[config.mk]
export PLATFORM = sky130hd
export DESIGN_NAME = bf_uart_bridge
export DESIGN_NICKNAME = d
export VERILOG_FILES = /design/src/rtl/bf_uart_bridge.sv
export SDC_FILE = /design/constraint.sdc
export NUM_CORES = 1
export LEC_CHECK = 0
export CORE_MARGIN = 1
export CORE_UTILIZATION = 40
export DETAILED_ROUTE_END_ITERATION = 10
export SLEW_MARGIN = 15
export SYNTH_ARGS = -nofsm -noshare
export SYNTH_HDL_FRONTEND = slang
export SYNTH_SLANG_ARGS = --single-unit
[constraint.sdc]
create_clock -name clk -period 4.7 [get_ports clk]
set_clock_uncertainty 0.1 [all_clocks]
set_input_delay 0.94 -clock clk [delete_from_list [all_inputs] [get_ports clk]]
set_output_delay 0.94 -clock clk [all_outputs]
set_load 0.02 [all_outputs]
[src/rtl/bf_uart_bridge.sv]
// UART 8N1 bridge for the brainfuck core: TX FIFO + serializer, optional RX deserializer.
// The RX path is built only when BF_UART_RX_EN is defined; otherwise its outputs are tied low.
module bf_uart_bridge #(
  parameter int unsigned CLK_DIV = 868,
  parameter int unsigned FIFO_AW = 3
) (
  input  logic       clk,
  input  logic       reset,
  input  logic       sendingChar,
  input  logic [7:0] sendedChar,
  output logic       receivingChar,
  output logic [7:0] receivedChar,
  output logic       uart_tx,
  input  logic       uart_rx,
  output logic       tx_overflow,
  output logic       rx_frame_err
);

  localparam int unsigned DEPTH   = 1 << FIFO_AW;
  localparam logic [15:0] DIV_M1  = 16'(CLK_DIV - 1);
  localparam logic [15:0] HALF_M1 = 16'(CLK_DIV / 2 - 1);

  typedef enum logic [1:0] {S_IDLE, S_START, S_DATA, S_STOP} uart_st_e;

  // ---------------- TX FIFO ----------------
  logic [7:0]       fifo_mem [DEPTH];
  logic [FIFO_AW:0] wr_ptr, rd_ptr;
  logic             fifo_empty, fifo_full, fifo_push, tx_pop;

  assign fifo_empty = (wr_ptr == rd_ptr);
  assign fifo_full  = (wr_ptr[FIFO_AW] != rd_ptr[FIFO_AW]) &&
                      (wr_ptr[FIFO_AW-1:0] == rd_ptr[FIFO_AW-1:0]);
  // A same-cycle pop frees the slot, so a push into a full FIFO still lands.
  assign fifo_push  = sendingChar && (!fifo_full || tx_pop);

  always_ff @(posedge clk or negedge reset) begin
    if (!reset) begin
      wr_ptr      <= '0;
      rd_ptr      <= '0;
      tx_overflow <= 1'b0;
    end else begin
      if (fifo_push)                 wr_ptr      <= wr_ptr + (FIFO_AW+1)'(1);
      if (tx_pop)                    rd_ptr      <= rd_ptr + (FIFO_AW+1)'(1);
      if (sendingChar && !fifo_push) tx_overflow <= 1'b1;
    end
  end

  always_ff @(posedge clk) begin
    if (fifo_push) fifo_mem[wr_ptr[FIFO_AW-1:0]] <= sendedChar;
  end

  // ---------------- TX serializer ----------------
  uart_st_e    tx_st, tx_st_n;
  logic [15:0] tx_cnt;
  logic [2:0]  tx_bit;
  logic [7:0]  tx_sh;
  logic        tx_tick;

  assign tx_tick = (tx_cnt == DIV_M1);

  always_comb begin
    tx_st_n = tx_st;
    tx_pop  = 1'b0;
    case (tx_st)
      S_IDLE:  if (!fifo_empty) begin tx_pop = 1'b1; tx_st_n = S_START; end
      S_START: if (tx_tick) tx_st_n = S_DATA;
      S_DATA:  if (tx_tick && tx_bit == 3'd7) tx_st_n = S_STOP;
      S_STOP:  if (tx_tick) begin
                 if (!fifo_empty) begin tx_pop = 1'b1; tx_st_n = S_START; end
                 else tx_st_n = S_IDLE;
               end
      default: tx_st_n = S_IDLE;
    endcase
  end

  always_ff @(posedge clk or negedge reset) begin
    if (!reset) tx_st <= S_IDLE;
    else        tx_st <= tx_st_n;
  end

  // uart_tx is a registered view of the state, one cycle behind it.
  always_ff @(posedge clk or negedge reset) begin
    if (!reset) begin
      tx_cnt  <= '0;
      tx_bit  <= '0;
      tx_sh   <= '0;
      uart_tx <= 1'b1;
    end else begin
      tx_cnt <= (tx_st == S_IDLE || tx_tick) ? '0 : tx_cnt + 16'd1;
      if (tx_pop) begin
        tx_sh  <= fifo_mem[rd_ptr[FIFO_AW-1:0]];
        tx_bit <= '0;
      end else if (tx_st == S_DATA && tx_tick) begin
        tx_sh  <= {1'b0, tx_sh[7:1]};
        tx_bit <= tx_bit + 3'd1;
      end
      case (tx_st)
        S_START: uart_tx <= 1'b0;
        S_DATA:  uart_tx <= tx_sh[0];
        default: uart_tx <= 1'b1;
      endcase
    end
  end

  // ---------------- RX deserializer ----------------
`ifdef BF_UART_RX_EN
  logic [1:0]  rx_sync;
  logic        rx_s, rx_prev, rx_sample;
  uart_st_e    rx_st, rx_st_n;
  logic [15:0] rx_cnt;
  logic [2:0]  rx_bit;
  logic [7:0]  rx_sh;

  assign rx_s      = rx_sync[1];
  assign rx_sample = (rx_st == S_START) ? (rx_cnt == HALF_M1) : (rx_cnt == DIV_M1);

  always_comb begin
    rx_st_n = rx_st;
    case (rx_st)
      S_IDLE:  if (rx_prev && !rx_s) rx_st_n = S_START;
      S_START: if (rx_sample) rx_st_n = rx_s ? S_IDLE : S_DATA;
      S_DATA:  if (rx_sample && rx_bit == 3'd7) rx_st_n = S_STOP;
      S_STOP:  if (rx_sample) rx_st_n = S_IDLE;
      default: rx_st_n = S_IDLE;
    endcase
  end

  always_ff @(posedge clk or negedge reset) begin
    if (!reset) rx_st <= S_IDLE;
    else        rx_st <= rx_st_n;
  end

  always_ff @(posedge clk or negedge reset) begin
    if (!reset) begin
      rx_sync       <= 2'b11;
      rx_prev       <= 1'b1;
      rx_cnt        <= '0;
      rx_bit        <= '0;
      rx_sh         <= '0;
      receivedChar  <= '0;
      receivingChar <= 1'b0;
      rx_frame_err  <= 1'b0;
    end else begin
      rx_sync       <= {rx_sync[0], uart_rx};
      rx_prev       <= rx_s;
      rx_cnt        <= (rx_st == S_IDLE || rx_sample) ? '0 : rx_cnt + 16'd1;
      receivingChar <= 1'b0;
      rx_frame_err  <= 1'b0;
      if (rx_st == S_START) rx_bit <= '0;
      if (rx_st == S_DATA && rx_sample) begin
        rx_sh  <= {rx_s, rx_sh[7:1]};
        rx_bit <= rx_bit + 3'd1;
      end
      if (rx_st == S_STOP && rx_sample) begin
        if (rx_s) begin
          receivedChar  <= rx_sh;
          receivingChar <= 1'b1;
        end else begin
          rx_frame_err  <= 1'b1;
        end
      end
    end
  end
`else
  logic unused_rx;
  assign unused_rx     = uart_rx;
  assign receivingChar = 1'b0;
  assign receivedChar  = 8'h00;
  assign rx_frame_err  = 1'b0;
`endif

endmodule

# Yosys cells after proc, flatten, opt, wreduce, memory -nomap -nowiden
# Memory sizes are Yosys's and may differ from the RTL's.
# Index checks and enable logic that the tools add are counted.
dict set report word_totals {
  word_cells 54
  mem_count 1
  ram_bits 64
  input_bits 12
  output_inout_bits 12
  ff_bits 39
}
dict set report classes {
  add_sub_neg 4
  reduce_logical 12
  n_mux 17
  eq_ne 12
}
# memory words word_bits read_ports rd_clocked_by_memory_dff write_ports line_no
set memory_table {}
lappend memory_table {fifo_mem 8 8 1 0 1 26} ;# logic [7:0] fifo_mem [DEPTH];
# operator count
set ops {}
lappend ops {{16-bit by 1-bit adder with 16-bit output, second input constant} 1}
lappend ops {{16-bit by 10-bit == test with 1-bit output, second input constant} 1}
lappend ops {{16-bit 2-to-1 mux} 1}
lappend ops {{8-bit 2-to-1 mux} 2}
lappend ops {{4-bit by 1-bit adder with 4-bit output, second input constant} 2}
lappend ops {{2-bit 2-to-1 mux} 4}
lappend ops {{2-bit != test, second input constant} 4}
lappend ops {{2-bit case mux with 4 select lines} 1}
lappend ops {{3-bit 2-to-1 mux} 2}
lappend ops {{1-bit logical AND} 5}
lappend ops {{1-bit 2-to-1 mux} 5}
lappend ops {{2-bit == test, second input constant} 2}
lappend ops {{4-bit == test} 1}
lappend ops {{1-bit case mux with 2 select lines} 2}
lappend ops {{4-bit AND reduction} 1}
lappend ops {{3-bit by 1-bit adder with 3-bit output, second input constant} 1}
lappend ops {{3-bit == test} 1}
lappend ops {{3-bit == test, second input constant} 1}
lappend ops {{2-bit by 1-bit == test with 1-bit output, second input constant} 1}
lappend ops {{1-bit logical NOT} 2}
lappend ops {{2-bit logical NOT} 1}
lappend ops {{1-bit logical OR} 2}
lappend ops {{2-bit nonzero test} 1}
lappend ops {{1-bit != test} 1}

# Longest topological paths before layout
dict set report logic_depth {
  depth_word 8
  ltp_mapped 7
  mapped_depth_nobuf 6
}

# Worst setup path after synthesis
# OpenSTA, ideal clock, no wires.
dict set report synth_timing {
  kind {register to register}
  startpoint {register tx_st[0]}
  endpoint {memory fifo_mem[0][0], enable pin}
  setup_ns 0.395
  arrival_time_ns 2.468
  slack_ns 1.737
  stages_incl_launch_ff 8
  n_path_buf 1
  required_time_ns 4.205
  period_less_slack_ns 2.963
  cell_sequence {dfrtp_1 ha_1 or4b_1 nor4_4 o211a_1 buf_6 nor2_4 nor4_1}
}
dict set report synth_between {
  elab_chain_len 6
  word_cells_on_any_way 7
  classes_between {eq/ne: 1; mux: 3; reduce/logical: 3}
}
# element line_no
set synth_rtl {}
lappend synth_rtl {{start: declaration} 53} ;# uart_st_e tx_st, tx_st_n;
lappend synth_rtl {{start signal: assignment} 78} ;# else tx_st <= tx_st_n;
lappend synth_rtl {{2-bit == test or 2-bit logical NOT (tied branches)} 64} ;# case (tx_st)
lappend synth_rtl {{1-bit case mux with 2 select lines *} 64}
lappend synth_rtl {{1-bit logical OR *} 34} ;# assign fifo_push = sendingChar && (!fifo_full || tx_pop);
lappend synth_rtl {{1-bit logical AND *} 34}
lappend synth_rtl {{1-bit 2-to-1 mux *} 49} ;# if (fifo_push) fifo_mem[wr_ptr[FIFO_AW-1:0]] <= sendedChar;
lappend synth_rtl {{1-bit 2-to-1 mux (not written as such) *} 49}
lappend synth_rtl {{end: declaration} 26}
# Mark *: on every way between the ends. The rest lies on a longest branch, timed or not.

# Final worst setup path
dict set report layout_timing {
  startpoint {register tx_st[0]}
  endpoint {memory fifo_mem[0][7], enable pin}
}
# The elaborated chain is that of the path after synthesis.

==> results.toml <==
[status]
run_status = "finished, final reports clean"

[synthesis]
synth_async_sr_flop_share = 0.379
synth_area_leaders = "edfxtp_1 42%, dfrtp_1 21%, mux4_2 7.9%"
synthFlopType = "edfxtp_1"
syn_area_um2 = 4560
synth_warnings = 0
ys_seq_area_frac = 0.635
synth_top_area_cell = "edfxtp_1"
synth_top_area_frac = 0.421
synth-seq-cells = 103
avgSynthCellArea_um2 = 14.9
ys_types = 47
synth_edf_count = 64
syn_inst = 307

[setup_path]
crit_path_start_kind = "flop"
criticalPathCategory = "reg2reg"
crit_fanout = 10
cp_slowest_stage_delay_ns = 0.50
path_cells = "ha_1, or4b_1, nor4_4, o211a_1, nor2_4, nor4_1, buf_4"
cp_data_required_time_ns = 4.65
cpMaxStageDelayCell = "or4b_1"
arrival_ns = 2.72
reg2reg_slack_ns = 1.93
worst_setup_path_end_kind = "flop"
cp_top_family = "simple AND/OR/NAND/NOR gates"
crit_buf_inv = 1

[global_route]
grt_pass1_wl_um = 12400
grt_pass1_vias = 2356
antenna_found_initial = 0
overflow = 0
grt.total_usage = 0.144
grt_max_degree = 40

[pwr]
leakagePower_nw = 1.94
ir_drop_mv = 0.253
cellPowerDensity_nw_per_um2 = 574
fin_total_pwr_mw = 2.94

[placed_design]
gp_congestion = 0.745
hpwl_um = 4890
placedCellCount = 454
io_buffers = 12

[cells_and_area]
post_route_cells_drive_above_1_share = 0.167
final_cells = 470
antennaDiodeCount = 0
design.final.nets = 346
multiInputGateArea_um2 = 1530
nFillCells = 948
final_cell_mix = "64 x edfxtp_1, 38 x dfrtp_1, 21 x nor2_1"
syn_to_final_growth_pct = 12.5
final_common_cell = "edfxtp_1"
ff_latch_area_um2 = 2900

[min_path]
worstHoldPathType = "reg2reg"

[routing]
drcViolationCount = 0
dr.first_iter.drc_count = 118
firstDrtPassIters = 4
wire_per_inst_um = 16.1
num_vias = 2420
wl_um = 7560
via_per_inst = 5.15
antenna_left = 0

[flow_run]
max_cap_viol_count = 0

[sta]
grt_setup_unrepaired = "no"
tightestPinTransition_ns = 0.877
setup_tns_ns = 0
setup_viol = 0
relSlewSlack = 0.415
period_share = 0.589
max_freq_mhz = 361
slew_violations = 0
hold_viol = 0
period_needed_ns = 2.77

[cts]
clock_latency_ns = 0.35
cts_setup_buffers = 0
clkTransAtPathRegs_ns = 0.07
cts_buffer_depth = 2
cts_sinks = 103
cts_hold_buf = 0
cts-buffers-inserted = 9
cts_root_buf = "clkbuf_16"
cts_tree = "done"
post_cts_resized = 0
cts-htree-levels = 3

[floorplan]
start_util = 0.415
fp-row-count = 38
die_h_um = 109
core_um2 = 11000
die_area_um2 = 11800
die_w_um = 109
ios = 24
metal layers:
layer / vias up / track usage / wire, um
met2: 28 / 0.231 / 3680
met1: 1229 / 0.190 / 3580
met4: 0 / 0.0550 / 107
met5: - / 0 / 0
met3: 10 / 0.0341 / 188
li1: 1153 / - / -
where the power goes:
part	internal, mW	total, mW	switching, mW
logic	0.409	0.887	0.478
clock network	0.387	0.767	0.380
registers	1.16	1.29	0.127
total	1.96	2.94	0.985
metrics by stage:
stage               hold WS [ns]  utilization  setup slack (ns)  cell area [um^2]
floorplan                  0.353            -              1.74              4600
global placement           0.338        0.438              1.93              4820
detailed placement         0.355        0.438              1.91              4820
CTS                        0.375        0.467              1.89              5130
global route               0.405        0.467              1.70              5130
finish                     0.368        0.467              1.93              5130
final timing paths:
kind	endpoint	cells after the start	from
min	tx_overflow	1	tx_overflow
max reg2reg	fifo_mem[0][7]	7	tx_st[0]
min in group asynchronous	tx_cnt[7]	1	reset
max	fifo_mem[0][7]	7	tx_st[0]
max in group asynchronous	tx_bit[0]	1	reset
min reg2reg	tx_overflow	1	tx_overflow
logic make-up (layout without fill, tap and decap cells):
kind of cell / after synthesis / in the layout / share of synthesized area
compound gates: 31 / 31 / 0.0472
simple gates: 80 / 80 / 0.102
xor+xnor: 23 / 23 / 0.0442
other cells: 1 / 10 / 0.000822
flops: 103 / 103 / 0.635
mux: 28 / 28 / 0.106
fa+ha+maj: 9 / 9 / 0.0247
buf+inv: 32 / 46 / 0.0389
Yosys cell counts, types with 2 or more instances:
cell type	count
nor4_1	4
inv_1	9
nand4_1	3
mux2i_1	11
or3_1	4
clkbuf_1	4
and3_1	2
a21oi_1	10
mux4_2	16
o21ai_0	4
dfrtp_1	38
nor2_1	21
nor2b_1	7
buf_4	11
xor2_1	7
a211oi_1	8
nor3_1	8
buf_2	6
nand2b_1	3
nand2_1	11
edfxtp_1	64
nand3_1	8
ha_1	9
xnor2_1	16
layout make-up:
type                       count  share of cell area
multi-input combinational    181               0.297
clock buffer                   9              0.0439
inverter                       9             0.00658
tap                          140              0.0341
clock inverter                 7              0.0176
sequential                   103               0.565
timing repair buffer          21              0.0356
worst reg2reg max path, cell delays in order (launching register included):
cell	delay, ns
dfrtp_1	0.40
ha_1	0.21
or4b_1	0.50
nor4_4	0.20
o211a_1	0.46
nor2_4	0.13
nor4_1	0.24
buf_4	0.24
state kept, by name, indices dropped and copies added (netlist names):
register	flops
fifo_mem	64
rd_ptr	4
wr_ptr	4
tx_sh	8
tx_cnt	16
uart_tx	1
tx_overflow	1
tx_bit	3
tx_st	2
Power figures use the tool's default switching activity.
